--- config.mk ---
export PLATFORM = sky130hd
export DESIGN_NAME = down_count_monitor
export DESIGN_NICKNAME = d
export VERILOG_FILES = /design/src/rtl/dc_pkg.sv /design/src/rtl/down_count_monitor_sat_counter.sv /design/src/rtl/down_count_monitor.sv
export SDC_FILE = /design/constraint.sdc
export NUM_CORES = 1
export LEC_CHECK = 0
export ABC_CLOCK_PERIOD_IN_PS = 2100
export CAP_MARGIN = 20
export CORE_MARGIN = 2
export CORE_UTILIZATION = 34
export CTS_BUF_LIST = sky130_fd_sc_hd__clkbuf_2 sky130_fd_sc_hd__clkbuf_4 sky130_fd_sc_hd__clkbuf_8
export DETAILED_ROUTE_END_ITERATION = 8
export PLACE_DENSITY = 0.7
export SLEW_MARGIN = 5
export SYNTH_ARGS = -nofsm -noshare
export SYNTH_HDL_FRONTEND = slang
export SYNTH_HIERARCHICAL = 1
export SYNTH_SLANG_ARGS = --single-unit
--- constraint.sdc ---
create_clock -name clk -period 2.1 [get_ports clk]
set_input_delay 0.63 -clock clk [delete_from_list [all_inputs] [get_ports clk]]
set_output_delay 0.63 -clock clk [all_outputs]
set_load 0.02 [all_outputs]
--- src/rtl/dc_pkg.sv ---
// Shared constants for the down-counter sequence monitor.
package dc_pkg;
    localparam int CNT_W = 4;
    localparam logic [CNT_W-1:0] CNT_MAX = 4'hF;

    localparam logic ST_UNLOCKED = 1'b0;
    localparam logic ST_LOCKED   = 1'b1;
endpackage

--- src/rtl/down_count_monitor_sat_counter.sv ---
// Saturating up-counter with synchronous clear; an increment in the clear
// cycle leaves the count at 1 so a coincident event is never lost.
module sat_counter #(
    parameter int W = 8
) (
    input  logic         clk,
    input  logic         reset,
    input  logic         clr,
    input  logic         inc,
    output logic [W-1:0] q
);
    logic [W-1:0] cnt_q;

    always_ff @(posedge clk) begin
        if (reset) begin
            cnt_q <= '0;
        end else if (clr) begin
            cnt_q <= inc ? W'(1) : '0;
        end else if (inc && (cnt_q != '1)) begin
            cnt_q <= cnt_q + W'(1);
        end
    end

    assign q = cnt_q;
endmodule

--- src/rtl/down_count_monitor.sv ---
// Monitors a 4-bit down counter: checks decrement-by-one steps, acquires lock,
// and reports zero/wrap pulses, wrap totals and sequence errors.
module down_count_monitor
    import dc_pkg::*;
#(
    parameter int LOCK_LEN = 4,
    parameter int WRAP_W   = 8,
    parameter int ERR_W    = 8
) (
    input  logic              clk,
    input  logic              reset,
    input  logic [CNT_W-1:0]  count_in,
    input  logic              count_valid,
    input  logic              clear_err,
    output logic              zero_pulse,
    output logic              wrap_pulse,
    output logic [WRAP_W-1:0] wrap_count,
    output logic              locked,
    output logic              seq_err,
    output logic [ERR_W-1:0]  err_count,
    output logic [CNT_W-1:0]  expected
);
    logic             state_q, state_d;
    logic [3:0]       run_q, run_d;
    logic [CNT_W-1:0] prev_q, prev_d;
    logic             has_prev_q, has_prev_d;
    logic             zero_q, zero_d;
    logic             wrap_q, wrap_d;
    logic             seq_err_q, seq_err_d;

    logic [CNT_W-1:0] prev_m1;
    logic             sample_cmp;
    logic             step_ok;
    logic             err_evt;
    logic             wrap_evt;

    assign prev_m1    = prev_q - CNT_W'(1);
    assign sample_cmp = count_valid && has_prev_q;
    assign step_ok    = sample_cmp && (count_in == prev_m1);
    assign err_evt    = sample_cmp && !step_ok && (state_q == ST_LOCKED);
    assign wrap_evt   = sample_cmp && (prev_q == '0) && (count_in == CNT_MAX);

    always_ff @(posedge clk) begin
        if (reset) begin
            state_q    <= ST_UNLOCKED;
            run_q      <= '0;
            prev_q     <= '0;
            has_prev_q <= 1'b0;
            zero_q     <= 1'b0;
            wrap_q     <= 1'b0;
            seq_err_q  <= 1'b0;
        end else begin
            state_q    <= state_d;
            run_q      <= run_d;
            prev_q     <= prev_d;
            has_prev_q <= has_prev_d;
            zero_q     <= zero_d;
            wrap_q     <= wrap_d;
            seq_err_q  <= seq_err_d;
        end
    end

    always_comb begin
        state_d    = state_q;
        run_d      = run_q;
        prev_d     = prev_q;
        has_prev_d = has_prev_q;
        if (sample_cmp) begin
            if (!step_ok) begin
                state_d = ST_UNLOCKED;
                run_d   = '0;
            end else if (state_q == ST_UNLOCKED) begin
                if (run_q + 4'd1 == 4'(LOCK_LEN)) begin
                    state_d = ST_LOCKED;
                    run_d   = '0;
                end else begin
                    run_d = run_q + 4'd1;
                end
            end
        end
        if (count_valid) begin
            prev_d     = count_in;
            has_prev_d = 1'b1;
        end
    end

    // A repeated 0 is not a new arrival at zero, so it does not re-pulse.
    always_comb begin
        zero_d    = count_valid && (count_in == '0) && (!has_prev_q || (prev_q != '0));
        wrap_d    = wrap_evt;
        seq_err_d = seq_err_q;
        if (clear_err) seq_err_d = 1'b0;
        if (err_evt)   seq_err_d = 1'b1;
    end

    always_comb begin
        locked     = (state_q == ST_LOCKED);
        zero_pulse = zero_q;
        wrap_pulse = wrap_q;
        seq_err    = seq_err_q;
        expected   = has_prev_q ? prev_m1 : '0;
    end

    sat_counter #(.W(WRAP_W)) u_wrap_cnt (
        .clk   (clk),
        .reset (reset),
        .clr   (1'b0),
        .inc   (wrap_evt),
        .q     (wrap_count)
    );

    sat_counter #(.W(ERR_W)) u_err_cnt (
        .clk   (clk),
        .reset (reset),
        .clr   (clear_err),
        .inc   (err_evt),
        .q     (err_count)
    );
endmodule
==> results <==
- For this block, the routed nets add up to 3.94 mm of wire.
- The port buffer count is 31.
- The synthesized cell area is 1620 um2.
- After synthesis, the cell types taking the most area are sky130_fd_sc_hd__dfxtp_1, sky130_fd_sc_hd__mux2i_1, sky130_fd_sc_hd__a31oi_1.
- The classification of the worst-slack hold path is reg -> reg.
- From synthesis to final layout, the design area changed by 44.8%.
- The most crowded layer after global routing is met2.
- The first global-routing pass estimated 6.64 mm of wire.
- The clock passes through at most 2 buffers.
- The endpoint class of the critical path is an output port.
- sky130_fd_sc_hd__dfxtp_1 takes more of the synthesized area than any other cell.
- The number of max-cap violations is 0.
- The top cell type by area accounts for 35.8% of the synthesized area.
- The die is 73.1 um wide.
- The cell total after placement is 296.
- The area of placed instances is 2180 um2.
- Walking the worst path, the cells encountered are clkdlybuf4s50_1.
- The final-report max-slew violation count came to 0.
- The setup clock skew after layout is 3.70 ps.
- The count of yosys warnings during synthesis is 6.
- Summing the sequential cell areas from Yosys gives 35.8% of the chip area.
- During I/O placement, the number of pins put on the boundary was 32.
- The cell chosen for the clock root is sky130_fd_sc_hd__clkbuf_8.
- The power density over the cells is 522 nW/um2.
- The clock period minus final worst setup slack is 2030 ps.
- The number of nets in the layout is 264.
- Global routing used 4.56% of the available met3 tracks.
- After clock tree synthesis, the clock-pin slew on the worst setup and hold paths is 70 ps.
- IR analysis of the VDD net gives a maximum drop of 0.000239 V.
- The delay of the slowest cell on the worst path is 660 ps.
- The core region is 4660 um2.
- The kind of start point of the critical path is a register.
- The highest clock frequency the design can meet is 0.492 GHz.
- The maximum number of pins on one net before global-route repair is 15.
- The path type of the worst setup path is reg -> out.
- The number of buffers and inverters on the critical path is 1.
- Setup violations remaining at the end of the flow were counted as 0.
- The post-detailed-placement half-perimeter wirelength is 2.81 mm.
- After clock tree synthesis, the flow added hold-fix buffers numbering 0.
- The library cell contributing the largest single delay on the critical path is sky130_fd_sc_hd__clkdlybuf4s50_1.
- The number of enable-type register cells in the synthesized netlist is 0.
- The number of global-route vias before repair is 1500.
- In this run the worst path has a maximum fanout of 8.
- For this run, global-route usage on met2 was measured as 26.4%.
- The share of flip-flops with an asynchronous set or reset is 0%.
- Summing all non-filler instances in the final layout gives an area of 2350 um2.
- The tightest hold path in the finished design has a slack of 512 ps.
- The final routed wire length divided by cell count is 12.8 um.
- The synthesized area per cell is 8.63 um2.
- The non-filler instance count after layout is 307.
- The prevailing post-synth register cell is sky130_fd_sc_hd__dfxtp_1.
- The number of core rows is 25.
- The number of library cell types mapped by synthesis is 42.
- The flop and latch count out of synthesis is 29.
- The utilization of the core after routing is 50.4%.
- The total clock buffers created by CTS is 5.
- The required time of the worst setup path is 1470 ps.
- The library cell used most frequently in the layout, excluding fill and tap cells, is sky130_fd_sc_hd__buf_4.
- The chip height is 73.1 um.
- At the worst endpoint, the arrival time is 1400 ps.
- The first-iteration detailed-routing DRC count is 77.
- The cell class contributing the biggest share of worst-path delay is buffers and inverters.
- TritonCTS built the clock tree.
- Global routing used 16.1% of the available tracks.
- The standby leakage power is 0.922 nW.
- The clock net in this run drives a total of 29 sinks.
- Clock latency on the worst-skew pair, taken at its later pin, is 290 ps.
- For this run the aggregate overflow at the end of global routing stands at 0.
- In the final layout, the share of cells above drive strength 1 is 25.7%.
- The total die area is 5340 um2.
- The number of antenna violations at the first check in global routing came to 0.
- The library cells used most frequently in the layout, excluding fill and tap cells, are sky130_fd_sc_hd__buf_4, sky130_fd_sc_hd__dfxtp_1, sky130_fd_sc_hd__clkdlybuf4s50_1, sky130_fd_sc_hd__nand2_1.
- The initial core utilization is 34.8%.
- The average via count per standard cell is 5.33.
- In the global route stage, met1 resource usage came out at 19.3%.
- The number of design rule violations left after detail routing is 0.
- 0 antenna diodes ended up in the layout.
- The first detailed-routing pass ran for 4 iterations.
- The H-tree generated during clock tree synthesis spans 2 levels.
- The run finished with clean final reports.
- Across all layers, the routed design uses 1635 vias.
- The hold violation total from the final report is 0.
- The share of the cycle needed by the critical path after routing is 96.7%.
- The post-route antenna net violation count is 0.
- Counting every instance in the synthesized netlist gives 188.
- At the end of routability-driven placement, the weighted congestion stood at 0.839.
cells by family (layout without fill, tap and decap cells):
| kind of cell | count (synthesis) | in the layout | share of synthesized area (%) |
|---|---|---|---|
| other | 1 | 5 | 0.231 |
| muxes | 10 | 10 | 6.17 |
| adders and majority gates | 4 | 4 | 3.09 |
| buffers and inverters | 16 | 77 | 4.24 |
| AOI/OAI and AO/OA | 39 | 39 | 16.4 |
| DFF | 29 | 29 | 35.8 |
| xor gates and xnor gates | 7 | 7 | 4.71 |
| and+or+nand+nor | 82 | 82 | 29.4 |
worst paths after layout:
| check | cells after the start | end | from | slack, ps |
|---|---|---|---|---|
| hold / removal | 2 | u_wrap_cnt/q[1] | u_wrap_cnt/q[1] | 510 |
| setup / recovery | 1 | err_count[7] | u_err_cnt/q[7] | 70 |
| setup reg to reg | 9 | u_err_cnt/q[5] | prev_q[0] | 100 |
| hold reg to reg | 2 | u_wrap_cnt/q[1] | u_wrap_cnt/q[1] | 510 |
what timing repair did:
item,CTS,global route
gates resized for setup,20,15
hold endpoints to repair,0,0
pin swaps,5,5
setup buffers,3,0
endpoints found under the setup margin,13,9
state kept, by name (all words and copies together) (netlist names):
signal / flops
u_wrap_cnt/q: 8
u_err_cnt/q: 8
run_q: 4
wrap_pulse: 1
zero_pulse: 1
locked: 1
has_prev_q: 1
prev_q: 4
seq_err: 1
worst reg2reg max path: stages (launching register included):
cell                        delay (ps)
sky130_fd_sc_hd__dfxtp_2           360
sky130_fd_sc_hd__inv_2              50
sky130_fd_sc_hd__ha_4              160
sky130_fd_sc_hd__xor3_1            320
sky130_fd_sc_hd__nor3_4             50
sky130_fd_sc_hd__nand2_2            70
sky130_fd_sc_hd__and3_4            220
sky130_fd_sc_hd__and4_4            240
sky130_fd_sc_hd__a21oi_1            70
sky130_fd_sc_hd__a2111oi_2         340
Yosys cell counts, types with 2 or more instances:
| library cell | number |
|---|---|
| sky130_fd_sc_hd__nand2b_1 | 3 |
| sky130_fd_sc_hd__buf_4 | 2 |
| sky130_fd_sc_hd__nand3_1 | 7 |
| sky130_fd_sc_hd__and3_1 | 2 |
| sky130_fd_sc_hd__nor2_1 | 12 |
| sky130_fd_sc_hd__nor3b_1 | 4 |
| sky130_fd_sc_hd__and2_1 | 4 |
| sky130_fd_sc_hd__o41ai_1 | 2 |
| sky130_fd_sc_hd__nor3_1 | 3 |
| sky130_fd_sc_hd__a31oi_1 | 11 |
| sky130_fd_sc_hd__a31o_2 | 2 |
| sky130_fd_sc_hd__mux2i_1 | 10 |
| sky130_fd_sc_hd__a2111oi_1 | 2 |
| sky130_fd_sc_hd__nand2_1 | 15 |
| sky130_fd_sc_hd__nand4_1 | 10 |
| sky130_fd_sc_hd__xnor2_1 | 3 |
| sky130_fd_sc_hd__xor2_1 | 3 |
| sky130_fd_sc_hd__o311ai_0 | 2 |
| sky130_fd_sc_hd__nor4_1 | 3 |
| sky130_fd_sc_hd__o21ai_0 | 4 |
| sky130_fd_sc_hd__a211oi_1 | 3 |
| sky130_fd_sc_hd__a21oi_1 | 9 |
| sky130_fd_sc_hd__dfxtp_1 | 29 |
| sky130_fd_sc_hd__and4_1 | 4 |
| sky130_fd_sc_hd__nand4b_1 | 3 |
| sky130_fd_sc_hd__clkbuf_1 | 2 |
| sky130_fd_sc_hd__and3_2 | 3 |
| sky130_fd_sc_hd__ha_1 | 4 |
| sky130_fd_sc_hd__inv_1 | 11 |
| sky130_fd_sc_hd__nor2b_1 | 4 |
power by group:
group,switching (mW),internal (mW)
registers,0.00903,0.557
clock network,0.228,0.242
logic,0.0933,0.0966
total,0.330,0.896
layout make-up:
cell class / count / area [um2]
repair buffers: 58 / 492
flip-flops and latches: 29 / 584
multi-input cells: 147 / 1080
clock buffers: 6 / 76.3
fillers: 447 / 2310
inverters: 11 / 41.3
well taps: 54 / 67.6
clock inverters: 2 / 10.0
layer usage:
layer | up-vias | share of wire (%)
met5 | - | 0
met4 | 0 | 1.6
met3 | 6 | 4.2
met2 | 33 | 47
met1 | 764 | 47
li1 | 832 | -
per-stage QoR:
stage          setup TNS (ps)  power [mW]  worst slack (ps)
5_1_grt                 -1.16        1.29             -1.16
3_3_place_gp            -4100       0.751              -397
3_5_place_dp            -4690       0.755              -483
6_report                    0        1.23              69.5
4_1_cts                 -24.5        1.24             -15.6
2_1_floorplan           -4.17       0.666             -4.17
No activity file was read; power rests on OpenSTA's default activity.
